--- config.mk ---
export PLATFORM = sky130hd
export DESIGN_NAME = conv2d_window_feeder_flat
export DESIGN_NICKNAME = d
export VERILOG_FILES = /design/src/rtl/conv2d_window_feeder_if.sv /design/src/rtl/conv2d_window_feeder.sv /design/src/flat_wrapper.sv
export SDC_FILE = /design/constraint.sdc
export NUM_CORES = 1
export LEC_CHECK = 0
export ABC_AREA = 1
export BUFFER_PORTS_ARGS = -buffer_cell sky130_fd_sc_hd__buf_2
export CAP_MARGIN = 20
export CORE_MARGIN = 1
export CORE_UTILIZATION = 35
export DETAILED_ROUTE_END_ITERATION = 7
export PLACE_DENSITY_LB_ADDON = 0.2
export SETUP_SLACK_MARGIN = 0.4
export SYNTH_ARGS = -nofsm -noshare
export SYNTH_HDL_FRONTEND = slang
export SYNTH_SLANG_ARGS = --single-unit
--- constraint.sdc ---
create_clock -name clk -period 15.47 [get_ports clk]
set_input_delay 0.7735 -clock clk [delete_from_list [all_inputs] [get_ports clk]]
set_output_delay 0.7735 -clock clk [all_outputs]
set_load 0.01 [all_outputs]
--- src/rtl/conv2d_window_feeder_if.sv ---
// Pixel-in / 3x3-window-out stream bundle for conv2d_window_feeder.
// master = upstream source plus downstream sink, slave = the feeder itself.
interface conv2d_window_feeder_if #(
  parameter int DATA_W = 32
);
  logic                  valid_in;
  logic                  ready_in;
  logic [DATA_W-1:0]     pixel_in;
  logic                  sof_in;
  logic                  valid_out;
  logic                  ready_out;
  logic [9*DATA_W-1:0]   win_out;
  logic                  last_out;
  logic                  err_out;

  modport master (
    output valid_in, pixel_in, sof_in, ready_out,
    input  ready_in, valid_out, win_out, last_out, err_out
  );

  modport slave (
    input  valid_in, pixel_in, sof_in, ready_out,
    output ready_in, valid_out, win_out, last_out, err_out
  );
endinterface

--- src/rtl/conv2d_window_feeder.sv ---
// Raster pixels -> 3x3 stride-1 windows; 1-cycle latency, single output register, ready_in = !valid_out || ready_out.
// Define FEEDER_SOF_CHECK_EN to resync on sof_in and pulse err_out on misplaced frame starts.
module conv2d_window_feeder #(
  parameter int DATA_W = 32,
  parameter int IMG_W  = 8,
  parameter int IMG_H  = 5
) (
  input  logic                  clk,
  input  logic                  rst,
  conv2d_window_feeder_if.slave bus
);
  localparam int CW = $clog2(IMG_W);
  localparam int RW = $clog2(IMG_H);
  localparam logic [CW-1:0] COL_LAST = CW'(IMG_W - 1);
  localparam logic [RW-1:0] ROW_LAST = RW'(IMG_H - 1);

  typedef enum logic {FILL, RUN} state_t;

  state_t              state, state_nxt;
  logic [CW-1:0]       col, eff_col;
  logic [RW-1:0]       row, eff_row;
  logic                acc;
  logic                sof_restart;
  logic                sof_err;
  logic                win_ld;
  logic                last_ld;

  logic [DATA_W-1:0]   lb0 [IMG_W];
  logic [DATA_W-1:0]   lb1 [IMG_W];
  logic [DATA_W-1:0]   p1 [3];
  logic [DATA_W-1:0]   p2 [3];
  logic [DATA_W-1:0]   nc [3];
  logic [9*DATA_W-1:0] win_nxt;

  logic                vld_q;
  logic                last_q;
  logic                err_q;
  logic [9*DATA_W-1:0] win_q;

  assign bus.ready_in  = !vld_q || bus.ready_out;
  assign acc           = bus.valid_in && bus.ready_in;
  assign bus.valid_out = vld_q;
  assign bus.win_out   = win_q;
  assign bus.last_out  = last_q;
  assign bus.err_out   = err_q;

`ifdef FEEDER_SOF_CHECK_EN
  assign sof_restart = acc && bus.sof_in && ((row != '0) || (col != '0));
  assign sof_err     = acc && (bus.sof_in != ((row == '0) && (col == '0)));
`else
  logic unused_sof;
  assign unused_sof  = bus.sof_in;
  assign sof_restart = 1'b0;
  assign sof_err     = 1'b0;
`endif

  // A resync pixel is processed as if it sat at (0,0).
  assign eff_col = sof_restart ? '0 : col;
  assign eff_row = sof_restart ? '0 : row;

  always_ff @(posedge clk or posedge rst) begin
    if (rst) state <= FILL;
    else     state <= state_nxt;
  end

  always_comb begin
    state_nxt = state;
    if (acc) begin
      if (sof_restart) begin
        state_nxt = FILL;
      end else begin
        case (state)
          FILL: if (eff_row == RW'(1) && eff_col == COL_LAST) state_nxt = RUN;
          RUN:  if (eff_row == ROW_LAST && eff_col == COL_LAST) state_nxt = FILL;
          default: state_nxt = FILL;
        endcase
      end
    end
  end

  always_comb begin
    win_ld  = acc && (state == RUN) && !sof_restart && (eff_col >= CW'(2));
    last_ld = (eff_row == ROW_LAST) && (eff_col == COL_LAST);
  end

  always_ff @(posedge clk or posedge rst) begin
    if (rst) begin
      col <= '0;
      row <= '0;
    end else if (acc) begin
      if (eff_col == COL_LAST) begin
        col <= '0;
        row <= (eff_row == ROW_LAST) ? '0 : eff_row + RW'(1);
      end else begin
        col <= eff_col + CW'(1);
        row <= eff_row;
      end
    end
  end

  // New column: two rows up, one row up, current pixel (r=0 oldest).
  always_comb begin
    nc[0] = lb0[eff_col];
    nc[1] = lb1[eff_col];
    nc[2] = bus.pixel_in;
    win_nxt = '0;
    for (int r = 0; r < 3; r++) begin
      win_nxt[DATA_W*(3*r)   +: DATA_W] = p2[r];
      win_nxt[DATA_W*(3*r+1) +: DATA_W] = p1[r];
      win_nxt[DATA_W*(3*r+2) +: DATA_W] = nc[r];
    end
  end

  // Storage is deliberately unreset; window gating keeps stale words invisible.
  always_ff @(posedge clk) begin
    if (acc) begin
      lb0[eff_col] <= lb1[eff_col];
      lb1[eff_col] <= bus.pixel_in;
      for (int r = 0; r < 3; r++) begin
        p1[r] <= nc[r];
        p2[r] <= p1[r];
      end
    end
  end

  always_ff @(posedge clk or posedge rst) begin
    if (rst) begin
      vld_q  <= 1'b0;
      last_q <= 1'b0;
      err_q  <= 1'b0;
      win_q  <= '0;
    end else begin
      err_q <= sof_err;
      if (win_ld) begin
        vld_q  <= 1'b1;
        win_q  <= win_nxt;
        last_q <= last_ld;
      end else if (bus.ready_out) begin
        vld_q  <= 1'b0;
        last_q <= 1'b0;
      end
    end
  end
endmodule
--- src/flat_wrapper.sv ---
// flat-port wrapper written by rule: the top's interface ports become plain ports
module conv2d_window_feeder_flat 
#(
  parameter int DATA_W = 32,
  parameter int IMG_W  = 8,
  parameter int IMG_H  = 5
)
  (clk, rst, bus_valid_in, bus_pixel_in, bus_sof_in, bus_ready_out, bus_ready_in, bus_valid_out, bus_win_out, bus_last_out, bus_err_out);
  conv2d_window_feeder_if #(.DATA_W(DATA_W)) bus_i ();
  input  logic clk;
  input  logic rst;
  input wire logic [$bits(bus_i.valid_in)-1:0] bus_valid_in;
  input wire logic [$bits(bus_i.pixel_in)-1:0] bus_pixel_in;
  input wire logic [$bits(bus_i.sof_in)-1:0] bus_sof_in;
  input wire logic [$bits(bus_i.ready_out)-1:0] bus_ready_out;
  output wire logic [$bits(bus_i.ready_in)-1:0] bus_ready_in;
  output wire logic [$bits(bus_i.valid_out)-1:0] bus_valid_out;
  output wire logic [$bits(bus_i.win_out)-1:0] bus_win_out;
  output wire logic [$bits(bus_i.last_out)-1:0] bus_last_out;
  output wire logic [$bits(bus_i.err_out)-1:0] bus_err_out;
  assign bus_i.valid_in = bus_valid_in;
  assign bus_i.pixel_in = bus_pixel_in;
  assign bus_i.sof_in = bus_sof_in;
  assign bus_i.ready_out = bus_ready_out;
  assign bus_ready_in = bus_i.ready_in;
  assign bus_valid_out = bus_i.valid_out;
  assign bus_win_out = bus_i.win_out;
  assign bus_last_out = bus_i.last_out;
  assign bus_err_out = bus_i.err_out;
  conv2d_window_feeder #(.DATA_W(DATA_W), .IMG_W(IMG_W), .IMG_H(IMG_H)) u_core (.clk(clk), .rst(rst), .bus(bus_i));
endmodule
; ---- After elaboration in Yosys (flattened, before gate mapping)
; Memories as Yosys holds them, arrays and structs flattened. A register that Yosys moved wholly into a read port is not among the register bits.
; Index checks and enable logic that the tools add are counted.
[classes]
n_lt_le_gt_ge = 1
n_mux = 10
reduce_logical = 9
addsub = 2
eq_ne = 3
bitwise = 1
[op_table]
columns = cell, n
row1 = $mux 1, 7
row2 = $add 3x1->3 const B, 2
row3 = $eq 3x3->1 const B, 2
row4 = $mux 3, 2
row5 = $logic_and 1x1->1, 5
row6 = $eq 3x1->1 const B, 1
row7 = $ge 3x2->1 const B, 1
row8 = $pmux 1 s2, 1
row9 = $reduce_and 2->1, 1
row10 = $reduce_bool 2->1, 1
row11 = $logic_not 1->1, 1
row12 = $logic_or 1x1->1, 1
row13 = $not 1->1, 1
[totals]
mem_bits_rw = 704
register_bits = 297
inputBits = 37
mem_count = 4
out_inout_bits = 292
elab_cells = 36
[memory_table]
columns = name, words, width, rd, rd_ports_with_merged_regs, write_ports, line_no
row1 = u_core.lb0, 8, 32, 1, 0, 1, conv2d_window_feeder.sv:28  ; logic [DATA_W-1:0] lb0 [IMG_W];
row2 = u_core.lb1, 8, 32, 1, 0, 1, conv2d_window_feeder.sv:29  ; logic [DATA_W-1:0] lb1 [IMG_W];
row3 = u_core.p1, 3, 32, 3, 0, 3, conv2d_window_feeder.sv:30  ; logic [DATA_W-1:0] p1 [3];
row4 = u_core.p2, 3, 32, 3, 3, 3, conv2d_window_feeder.sv:31  ; logic [DATA_W-1:0] p2 [3];

; ---- Longest topological paths before layout
[depth]
ltp_word = 6
depth_mapped = 12
mapped_depth_nobuf = 9

; ---- Least setup slack after synthesis
; OpenSTA, ideal clock, no wires.
[synth_timing]
kind = flip-flop to flip-flop
startpoint = register u_core.col[0]
endpoint = memory u_core.lb0[1][0], enable pin
setup_ns = 0.644
t_arrival_ns = 7.081
path_buffers = 3
setup_slack_ns = 7.745
synth_period_minus_slack_ns = 7.725
stages_incl_launch_ff = 6
path_cell_list = dfrtp_1 > buf_4 > inv_4 > buf_2 > buf_2 > nor4_1
[synth_rtl]
columns = item, line_no
row1 = "start, declared", conv2d_window_feeder.sv:20  ; logic [CW-1:0] col, eff_col;
row2 = "start signal, assigned", conv2d_window_feeder.sv:95  ; col <= eff_col + CW'(1);
row3 = "end, declared", conv2d_window_feeder.sv:28
; No word-level cell before the write port.

; ---- Worst setup path after layout
[layout_timing]
startpoint = register u_core.vld_q (netlist: u_core.bus.valid_out)
endpoint = register u_core.win_q[186] (netlist: u_core.bus.win_out[186])
[layout_via]
elab_chain_len = 5
[layout_lines]
columns = item, line_no
row1 = "start, declared", conv2d_window_feeder.sv:35  ; logic vld_q;
row2 = "start signal, assigned", conv2d_window_feeder.sv:128  ; vld_q <= 1'b0;
row3 = "start signal, assigned", conv2d_window_feeder.sv:135  ; vld_q <= 1'b1;
row4 = "start signal, assigned", conv2d_window_feeder.sv:139  ; vld_q <= 1'b0;
row5 = $logic_not 1->1, conv2d_window_feeder.sv:40  ; assign bus.ready_in = !vld_q || bus.ready_out;
row6 = $logic_or 1x1->1, conv2d_window_feeder.sv:40
row7 = $logic_and 1x1->1, conv2d_window_feeder.sv:41  ; assign acc = bus.valid_in && bus.ready_in;
row8 = named net u_core.acc, conv2d_window_feeder.sv:22  ; logic acc;
row9 = $logic_and 1x1->1 (2 in series), conv2d_window_feeder.sv:82  ; win_ld = acc && (state == RUN) && !sof_restart && (eff_col >= CW'(2));
row10 = "end signal, assigned", conv2d_window_feeder.sv:136  ; win_q <= win_nxt;
row11 = "end, declared", conv2d_window_feeder.sv:38  ; logic [9*DATA_W-1:0] win_q;
; The timed path passes the listed nets, and every way through them passes these cells.
; A chain may end at the register's enable or synchronous reset.

==> flow_summary_export.csv <==
group,metric,value,unit
detailed_routing,ant_nets,0,
synth,yosys_warnings,0,
global_route,grt_use_total,0.172,
worst_setup_path,cp.arrival,4.51,ns
detailed_routing,wl,95.4,mm
worst_setup_path,start_kind,"flop",
global_route,grt_overflow,0,
detailed_routing,remaining_drc_errors,0,
cells_and_area,areaGrowthSynthToFinish,16.7,%
die,die_h,331,um
cells_and_area,fill_cells,10151,
hold_path,hold_path_class,"input port to asynchronous set/reset pin",
synth,syn_nets,3307,
flow_run,maxCapViolCount,0,
outcome,status,"finished clean",
worst_setup_path,crit_type,"flop to flop",
clock_tree,cts_tree,"built",
detailed_routing,met2_length,45.7,mm
cells_and_area,antenna_cells,0,
die,pin_count,329,
sta,rsz0062_at_grt,"no",
sta,max_freq,255,MHz
sta,hold_viol,0,
clock_tree,cts-root-buf,"clkbuf_16",
clock_tree,h-tree-depth,3,
clock_tree,postCtsSetupRepairBufs,0,
sta,finalClockSkew,0.0370,ns
detailed_routing,topRoutingLayerUsed,"met4",
clock_tree,numClockSinks,1001,
global_route,grt_max_degree,165,
clock_tree,cts_hold_buf,0,
clock_tree,clockBufferDepth,3,
synth,ys_seq_area_frac,0.752,
die,num_rows,120,
sta,slew_headroom,0.288,
synth,ys_seq_elements,1001,
die,initial_utilization,0.354,
cells_and_area,final_nets,3591,
global_route,grt_first_pass_wirelength,144,mm
power,power.density,219,mW/mm2
sta,fin_crit,3.93,ns
clock_tree,clk_pin_slew,0.06,ns
synth,netlist_area,0.0380,mm2
detailed_routing,viasPerCell,4.66,
detailed_routing,drt-pass1-iter-count,5,
placement,dpl.hpwl,52.0,mm
power,vdd_drop_max,0.170,mV
worst_setup_path,cp-end-kind,"flop",
worst_setup_path,worst-path-max-fanout,129,
sta,min_period_over_period,0.254,
detailed_routing,wire_per_inst,18.9,um
synth,yosys_most_used_dff,"edfxtp_1",
placement,io_buffer_count,326,
cells_and_area,drive_above_1_share,0.152,
synth,synth_edf_count,704,
cells_and_area,final_util,0.413,
clock_tree,clock_latency,0.69,ns
placement,gp_congestion,0.729,
die,die_w,331,um
detailed_routing,wl_met3,4.30,mm
synth,avgSynthCellArea,11.6,um2
sta,tns,0,ns
worst_setup_path,cp.required,16.06,ns
cells_and_area,fin_area,0.0444,mm2
clock_tree,cts_buffers,108,
placement,placed_cell_area,0.0408,mm2
synth,syn_inst,3264,
clock_tree,cts-resized-gates,0,
synth,async_reset_ff_frac,0.297,
global_route,antenna_found_initial,1,
power,leakage,19.5,nW
sta,drv_slew,0,
sta,tightest_slew,1.07,ns
die,die_area,0.110,mm2
die,core_area,0.107,mm2
detailed_routing,drt-met1-wl,43.3,mm
global_route,grt_pass1_vias,22781,
synth,yosys.cell_types.count,26,
detailed_routing,first_iter_violations,1695,
detailed_routing,vias,23532,
sta,setup_viol,0,
-- logic make-up (layout without fill, tap and decap cells) --
kind of cell	after synthesis	in the layout	synth area share
other cells	1	1	0.0000987
simple gates	2047	2047	0.216
flops	1001	1001	0.752
compound gates	10	10	0.00138
buf+inv	199	578	0.0285
fa+ha+maj	6	6	0.00198
-- flip-flops by register name (all words and copies together) (netlist names), 3 cells and up --
name                cells
u_core.p2              96
u_core.bus.win_out    192
u_core.p1              96
bus_win_out            96
u_core.eff_row          3
u_core.col              3
u_core.lb1            256
u_core.lb0            256
-- Yosys cell counts, types with 5 or more instances --
cell type,n,area share
buf_6,5,0.0015
nand4_1,126,0.021
buf_2,107,0.014
dfrtp_1,297,0.20
buf_1,15,0.0015
o21ai_1,5,0.00066
nor2_1,69,0.0068
ha_1,6,0.0020
inv_1,7,0.00069
nor4_1,8,0.0013
edfxtp_1,704,0.56
clkbuf_1,16,0.0016
nand2_1,1710,0.17
nand3_1,129,0.017
buf_4,42,0.0083
-- layout make-up --
type,instances,area (um2),area share
Clock buffer,142,2980,0.0672
Clock inverter,63,613,0.0138
Inverter,14,92.6,0.00209
Multi-Input combinational cell,2064,8410,0.189
Sequential cell,1001,28600,0.644
Tap cell,1403,1760,0.0396
Timing Repair Buffer,359,1930,0.0435
-- stage by stage --
step | hold slack (ns) | std cells | worst slack (ns) | total power [mW]
6_report | 0.158 | 5046 | 11.54 | 9.73
2_1_floorplan | 0.418 | 3264 | 6.49 | 6.05
5_1_grt | 0.218 | 5046 | 11.17 | 10.3
4_1_cts | 0.224 | 5046 | 11.34 | 9.89
3_5_place_dp | 0.424 | 4841 | 10.88 | 7.28
3_3_place_gp | 0.422 | 4841 | 10.90 | 7.24
-- path summary, 6_finish.rpt --
check                                          endpoint  cells after the start  slack [ns]                  from
worst max register to register  u_core.bus.win_out[186]                      8       11.54  u_core.bus.valid_out
worst min register to register         bus_win_out[111]                      2        0.41      u_core.p2[0][47]
max in group asynchronous       u_core.bus.win_out[185]                      3       13.75                   rst
worst min-delay path             u_core.bus.win_out[32]                      2        0.16                   rst
worst max-delay path            u_core.bus.win_out[186]                      8       11.54  u_core.bus.valid_out
min in group clk                    u_core.bus.last_out                      4        0.38         bus_ready_out
-- power by group --
group          switching, mW  internal [mW]  total, mW
clock network           1.07           1.51       2.58
logic                   2.15          0.752       2.90
registers              0.354           3.90       4.25
-- cells in the final DEF (no fill, tap or decap), drive strengths merged --
cell      count
dfrtp       297
nor2         70
o31ai         1
clkinvlp      4
o21ai         7
conb          1
a21oi         2
nand4       126
bufinv        9
edfxtp      704
nor3          1
inv          17
nor4          8
buf         359
ha            6
clkbuf      142
nand2      1713
nand3       129
clkinv       47
-- worst max-delay path, cell delays in order, from the launching register on --
cell and delay [ns]:
dfrtp_1 0.38, nand2_2 0.11, nand2_4 0.16, inv_8 0.49, nand2_8 0.59, clkinv_8 0.69
buf_4 0.81, nand2_1 0.31, nand2_1 0.13
-- metal layers --
metal	vias up	GRT usage
met5	-	0
met4	0	0.0482
met3	128	0.0305
met2	481	0.283
met1	11457	0.233
li1	11466	-
No activity file was read; power rests on OpenSTA's default activity.
